### src/rtl/multi_cycle_ctrl.sv
// Main control FSM of the multi-cycle CPU: sequences IF/ID/EX/MEM/WB and
// Moore-decodes datapath enables from the registered state.
module multi_cycle_ctrl #(
   parameter int OP_W = 6,
   parameter int ST_W = 4
) (
   input  logic            clk_i,
   input  logic            rst_i,
   input  logic [OP_W-1:0] instr_op_i,
   input  logic            mem_ready_i,
   output logic [2:0]      ALUOp_o,
   output logic            ALUSrcA_o,
   output logic [1:0]      ALUSrcB_o,
   output logic            IRWrite_o,
   output logic            PCWrite_o,
   output logic            PCWriteCond_o,
   output logic            MemRead_o,
   output logic            MemWrite_o,
   output logic            MemtoReg_o,
   output logic            RegDst_o,
   output logic            RegWrite_o,
   output logic            illegal_o,
   output logic [ST_W-1:0] state_o
);

   typedef enum logic [ST_W-1:0] {
      IDLE    = ST_W'(0),
      IF      = ST_W'(1),
      ID      = ST_W'(2),
      EX_R    = ST_W'(3),
      EX_ADDI = ST_W'(4),
      EX_SLTI = ST_W'(5),
      EX_ADDR = ST_W'(6),
      MEM_RD  = ST_W'(7),
      MEM_WR  = ST_W'(8),
      WB_R    = ST_W'(9),
      WB_I    = ST_W'(10),
      WB_MEM  = ST_W'(11),
      BR      = ST_W'(12)
   } state_e;

   localparam logic [OP_W-1:0] OP_RTYPE = OP_W'(6'b000000);
   localparam logic [OP_W-1:0] OP_ADDI  = OP_W'(6'b001000);
   localparam logic [OP_W-1:0] OP_SLTI  = OP_W'(6'b001010);
   localparam logic [OP_W-1:0] OP_LW    = OP_W'(6'b100011);
   localparam logic [OP_W-1:0] OP_SW    = OP_W'(6'b101011);
   localparam logic [OP_W-1:0] OP_BEQ   = OP_W'(6'b000100);

   state_e state_q, state_d;

   always_ff @(posedge clk_i or negedge rst_i) begin
      if (!rst_i) state_q <= IDLE;
      else        state_q <= state_d;
   end

   assign state_o = state_q;

   always_comb begin
      state_d       = IDLE;
      ALUOp_o       = 3'b000;
      ALUSrcA_o     = 1'b0;
      ALUSrcB_o     = 2'b00;
      IRWrite_o     = 1'b0;
      PCWrite_o     = 1'b0;
      PCWriteCond_o = 1'b0;
      MemRead_o     = 1'b0;
      MemWrite_o    = 1'b0;
      MemtoReg_o    = 1'b0;
      RegDst_o      = 1'b0;
      RegWrite_o    = 1'b0;
      illegal_o     = 1'b0;
      case (state_q)
         IDLE: state_d = IF;
         IF: begin
            IRWrite_o = 1'b1;
            PCWrite_o = 1'b1;
            ALUSrcB_o = 2'b01;
            state_d   = ID;
         end
         // ALU precomputes the branch target while the opcode is dispatched
         ID: begin
            ALUSrcB_o = 2'b11;
            case (instr_op_i)
               OP_RTYPE:     state_d = EX_R;
               OP_ADDI:      state_d = EX_ADDI;
               OP_SLTI:      state_d = EX_SLTI;
               OP_LW, OP_SW: state_d = EX_ADDR;
               OP_BEQ:       state_d = BR;
               default: begin
                  state_d   = IF;
                  illegal_o = 1'b1;
               end
            endcase
         end
         EX_R: begin
            ALUSrcA_o = 1'b1;
            ALUOp_o   = 3'b010;
            state_d   = WB_R;
         end
         EX_ADDI: begin
            ALUSrcA_o = 1'b1;
            ALUSrcB_o = 2'b10;
            state_d   = WB_I;
         end
         EX_SLTI: begin
            ALUSrcA_o = 1'b1;
            ALUSrcB_o = 2'b10;
            ALUOp_o   = 3'b011;
            state_d   = WB_I;
         end
         EX_ADDR: begin
            ALUSrcA_o = 1'b1;
            ALUSrcB_o = 2'b10;
            state_d   = (instr_op_i == OP_SW) ? MEM_WR : MEM_RD;
         end
         // Memory states stall for as long as the handshake stays low
         MEM_RD: begin
            MemRead_o = 1'b1;
            state_d   = mem_ready_i ? WB_MEM : MEM_RD;
         end
         MEM_WR: begin
            MemWrite_o = 1'b1;
            state_d    = mem_ready_i ? IF : MEM_WR;
         end
         WB_R: begin
            RegWrite_o = 1'b1;
            RegDst_o   = 1'b1;
            state_d    = IF;
         end
         WB_I: begin
            RegWrite_o = 1'b1;
            state_d    = IF;
         end
         WB_MEM: begin
            RegWrite_o = 1'b1;
            MemtoReg_o = 1'b1;
            state_d    = IF;
         end
         BR: begin
            ALUSrcA_o     = 1'b1;
            ALUOp_o       = 3'b001;
            PCWriteCond_o = 1'b1;
            state_d       = IF;
         end
         default: state_d = IDLE;
      endcase
   end

endmodule

### config.mk
export PLATFORM = sky130hd
export DESIGN_NAME = multi_cycle_ctrl
export DESIGN_NICKNAME = d
export VERILOG_FILES = /design/src/rtl/multi_cycle_ctrl.sv
export SDC_FILE = /design/constraint.sdc
export NUM_CORES = 1
export LEC_CHECK = 0
export CAP_MARGIN = 40
export CORE_AREA = 2 2 39 41
export DETAILED_ROUTE_END_ITERATION = 6
export DIE_AREA = 0 0 41 43
export DONT_BUFFER_PORTS = 1
export HOLD_SLACK_MARGIN = 0.03
export MAX_ROUTING_LAYER = met4
export SLEW_MARGIN = 20
export SYNTH_ARGS = -nofsm -noshare
export SYNTH_HDL_FRONTEND = slang
export SYNTH_SLANG_ARGS = --single-unit
### constraint.sdc
create_clock -name clk_i -period 2.5 [get_ports clk_i]
set_input_delay 0.125 -clock clk_i [delete_from_list [all_inputs] [get_ports clk_i]]
set_output_delay 0.125 -clock clk_i [all_outputs]
set_load 0.005 [all_outputs]
Yosys cells after proc, flatten, opt, wreduce, memory -nomap -nowiden
Cells that the tools add are included.
{"block": "word_totals", "regBits": 4, "in_bits": 9, "out_inout_bits": 19, "wordCells": 44}
{"block": "op_classes", "n_eq_ne": 17, "mux": 17, "n_reduce_logical": 9}
{"op": "$pmux W4 S8", "n": 1}
{"op": "$eq A4 B4 Y1 const B", "n": 5}
{"op": "$pmux W4 S5", "n": 1}
{"op": "$eq A4 B3 Y1 const B", "n": 4}
{"op": "$eq A6 B4 Y1 const B", "n": 2}
{"op": "$eq A6 B6 Y1 const B", "n": 2}
{"op": "$mux W4", "n": 3}
{"op": "$pmux W2 S3", "n": 2}
{"op": "$mux W1", "n": 10}
{"op": "$reduce_or A5 Y1", "n": 2}
{"op": "$eq A4 B2 Y1 const B", "n": 2}
{"op": "$eq A6 B3 Y1 const B", "n": 1}
{"op": "$logic_not A6 Y1", "n": 1}
{"op": "$reduce_or A3 Y1", "n": 2}
{"op": "$reduce_or A6 Y1", "n": 1}
{"op": "$eq A4 B1 Y1 const B", "n": 1}
{"op": "$logic_not A4 Y1", "n": 1}
{"op": "$reduce_or A2 Y1", "n": 2}

Longest topological paths before layout
{"block": "logic_depth", "word_depth": 4, "depth_mapped": 5, "depth_no_buf": 4}

Least setup slack after synthesis
OpenSTA, ideal clock, no wires.
{"block": "synth_path", "path_kind": "register to register", "startpoint": "register state_q[2], in the netlist state_o[2]", "endpoint": "register state_q[3], in the netlist state_o[3]", "setup_ns": 0.127, "t_arrival_ns": 1.140, "t_required_ns": 2.373, "setup_slack_ns": 1.233, "stages_incl_launch_ff": 6, "n_path_buf": 1, "period_less_slack_ns": 1.267, "cell_sequence": "dfrtp_1 -> buf_2 -> inv_1 -> o21ai_0 -> a311oi_1 -> a311o_2"}
{"block": "synth_between", "elab_chain_len": 3, "word_cells_on_any_way": 16, "classes_between": "12 x eq/ne; 1 x mux; 3 x reduce/logical"}
{"item": "start, declared", "line": "49", "rtl": "state_e state_q, state_d;"}
{"item": "start signal, assigned", "line": "53", "rtl": "else state_q <= state_d;"}
{"item": "$eq A4 B4 Y1, or another cell as far along", "line": "72", "rtl": "case (state_q)"}
{"item": "$reduce_or A5 Y1 (no line) / $reduce_or A2 Y1 (equally long branches)"}
{"item": "$pmux W4 S8 *", "line": "72"}
{"item": "net state_d[3]", "line": "49"}
The timed path passes the listed nets; every way through them passes the cells marked *.

Worst setup path after layout
{"block": "layout_path", "startpoint": "register state_q[0], in the netlist state_o[0]", "endpoint": "output ALUSrcB_o[0]"}
{"block": "layout_between", "elab_chain_len": 3, "word_cells_on_any_way": 7, "classes_between": "5 x eq/ne; 1 x mux; 1 x reduce/logical"}
{"item": "$eq A4 B3 Y1", "line": "72"}
{"item": "$reduce_or A3 Y1 (no line)"}
{"item": "$pmux W2 S3 *", "line": "72"}
{"item": "end, declared", "line": "13", "rtl": "output logic [1:0] ALUSrcB_o,"}
Mark *: on every way between the ends. The rest lies on a longest branch, timed or not.

==> metrics.md <==
| Metric | Value |
|---|---|
| Area growth, synth to finish | 1.412% |
| Sequential area share after synthesis | 18.82% |
| Cts repair resizes | 0 |
| Period utilization | 68.88% |
| F_max | 580.7 MHz |
| Net Switching | 0.2575 mW |
| Least-Margin Pin Slew | 553.2 ps |
| Mux contribution to synthesized area | 1.882% |
| Total wire length | 1.274 mm |
| Vias | 556 |
| CP required | 2380 ps |
| Pwr dens | 969.3 mW/mm² |
| Largest area contributor in the netlist | dfrtp_1 |
| Clock Skew | 7.682 ps |
| Drt pass-1 iters | 4 |
| CTS sink count | 4 |
| Drc violations | 0 |
| Critical path's largest stage delay | 660 ps |
| H-tree Lvls | 1 |
| CTS hold repair buffers | 1 |
| Vias per inst | 6.318 |
| Most instantiated cells after synthesis | 10 x nor2_1, 6 x buf_2, 5 x a21oi_1, 5 x nor4_1 |
| Clk Latency, worst-skew pair | 240 ps |
| Core area | 0.001384 mm² |
| Worst setup EP type | primary output |
| Min-delay worst type | input pin to flip-flop |
| Fin nets | 83 |
| Critical path buffers and inverters | 0 |
| Postcts setup bufs | 0 |
| Tmin final | 1722 ps |
| Post-Syn Area | 531.8 µm² |
| Vias in the first global route | 448 |
| Post-synth EDFFs | 0 |
| Fin util | 38.97% |
| MaxCap Viol Count | 0 |
| Startpoint types | flip-flop |
| Number of antenna violations at the first check in global routing | 0 |
| Max VDD drop | 0.0002223 V |
| Unrepaired setup endpoints after global routing | no |
| Static Leak | 0.1993 nW |
| Total Routing Usage GR | 16.70% |
| Total gr overflow | 0 |
| Dominant synthesized flop cell | dfrtp_1 |
| Port Buffers | 0 |
| Clock Tree Root | clkbuf_4 |
| Row cnt | 14 |
| DIE AREA | 0.001763 mm² |
| Final hold vios | 0 |
| Relative slew slack | 63.12% |
| Kind of critical path | flip-flop to primary output |
| Setup_tns | 0 ps |
| Ys Warns | 0 |
| Clock transition at path regs | 40 ps |
| Max reg flops | 4 |
| Clock buffer count from CTS | 3 |
| CP top delay family | simple AND/OR/NAND/NOR gates |
| XOR/XNOR Fraction of Synth Area | 4.941% |
| Syn Area/Cell | 6.997 µm² |
| # setup viols final | 0 |
| Clk network pwr share | 15.6% |
| Synth area leaders | dfrtp_1 19%, nor2_1 7.1%, nor4_1 5.9% |
| Wire length per cell | 14.48 µm |
| Die Width | 41 µm |
| Combinational share of power | 51.5% |
| Cell at the slowest stage of the critical path | dfrtp_1 |
| First-pass GRT wire length | 1.994 mm |
| Final Max Slew Viols | 0 |
| Switching share of power | 49.27% |
| Syn_nets | 85 |
| Outcome | finished clean |
| Post-synthesis simple-gate area fraction | 36.71% |
| IO Count | 28 |
| Synth Area in Compound Gates | 24.94% |
| Filler cell count | 153 |
| Initial Util | 38.43% |
| Power Internal | 0.2652 mW |
| Post-route ant nets | 0 |
| CTS tree | yes |
| # diodes | 0 |
| Crit path max fanout | 17 |
| CP arrival | 1600 ps |
| Cell Area, Placed | 506.7 µm² |
| Register bit count reported by yosys | 4 |
| Share of cells above drive strength 1 | 9.722% |
| CP Cell Sequence | nand2b_1 > nor3_1 > or2_2 |
| Pin count of the biggest net entering global routing | 19 |
| Initial DRC Count | 23 |
| Top-area cell type share of the netlist area | 18.82% |
| Fraction of registers with async set/reset | 100.0% |
| Die Ht | 43 µm |
| HPWL Detailed | 941.2 µm |
| Synth Instances | 76 |
| Most frequent cell after synthesis | nor2_1 |
| RePlAce Congestion | 0.8308 |
| Sequential Power Share | 32.9% |
| Largest family of logic cells by synthesized area | simple AND/OR/NAND/NOR gates |
| Yosys cell types | 32 |
| Max clock buf depth | 2 |
| Cell area after layout | 539.3 µm² |
| Synth Area in Adders | 0% |
-- worst register-to-register path: cells and delay by family (launching register included) --
family / cells / cell delay [ps]
buffers and inverters: 1 / 150
DFF: 1 / 680
AOI/OAI and AO/OA: 3 / 640
-- cell type report --
cell class | instances | area (µm²) | area share, %
well taps | 16 | 20.02 | 3.712
flip-flops and latches | 4 | 100.1 | 18.56
repair buffers | 2 | 17.52 | 3.248
clock buffers | 3 | 22.52 | 4.176
inverters | 3 | 11.26 | 2.088
multi-input cells | 60 | 367.9 | 68.21
-- metrics by stage --
stage	cells	worst slack [ps]	power, mW	hold slack [ps]
after floorplan	76	1233	0.4165	-170.6
after global placement	84	948.3	0.4403	-170.5
after detailed placement	84	914.3	0.4432	-170.5
after CTS	88	760.8	0.5302	42.48
after global routing	88	655.4	0.5766	55.98
final	88	777.9	0.5227	48.87
-- cells in the final DEF, fill, tap and decap left out, types with 2 or more instances in the layout --
| master | instances |
|---|---|
| nor2_1 | 10 |
| inv_1 | 3 |
| dfrtp_1 | 4 |
| clkbuf_4 | 3 |
| a311oi_1 | 2 |
| nand2_1 | 4 |
| nor4_1 | 5 |
| xor2_1 | 2 |
| nand2b_1 | 4 |
| a21oi_1 | 5 |
| o21ai_0 | 4 |
| nor3_1 | 4 |
| and3_1 | 2 |
-- per-layer routing --
metal / wire length (µm) / track usage, %
met1: 541 / 20.39
met2: 607 / 24.69
met3: 99 / 4.188
met4: 26 / 8.000
met5: 0 / -
-- logic make-up (layout without fill, tap and decap cells) --
kind of cell | count (synthesis) | count (layout)
multiplexers | 1 | 1
other | 1 | 1
flip-flops | 4 | 4
AND/OR/NAND/NOR | 36 | 36
AO/OA/AOI/OAI | 19 | 19
buffers and inverters | 12 | 8
XOR/XNOR | 3 | 3
-- power groups by stage --
stage	Combinational (mW)	Sequential (mW)	Clock [mW]
final	0.269	0.172	0.0817
after floorplan	0.304	0.113	0
after global placement	0.269	0.171	0
after global routing	0.305	0.179	0.0925
after detailed placement	0.271	0.172	0
after CTS	0.275	0.171	0.0849
-- worst paths after layout --
check	from	end	slack, ps	depth (start not counted)
max in group asynchronous	rst_i	state_o[2]	2170	1
hold / removal	instr_op_i[2]	state_o[3]	50	1
setup reg to reg	state_o[2]	state_o[3]	920	4
setup / recovery	state_o[0]	ALUSrcB_o[0]	780	3
min in group asynchronous	rst_i	state_o[0]	150	1
hold reg to reg	state_o[1]	state_o[2]	720	2
Note: power is estimated with default switching activity, not from simulation.
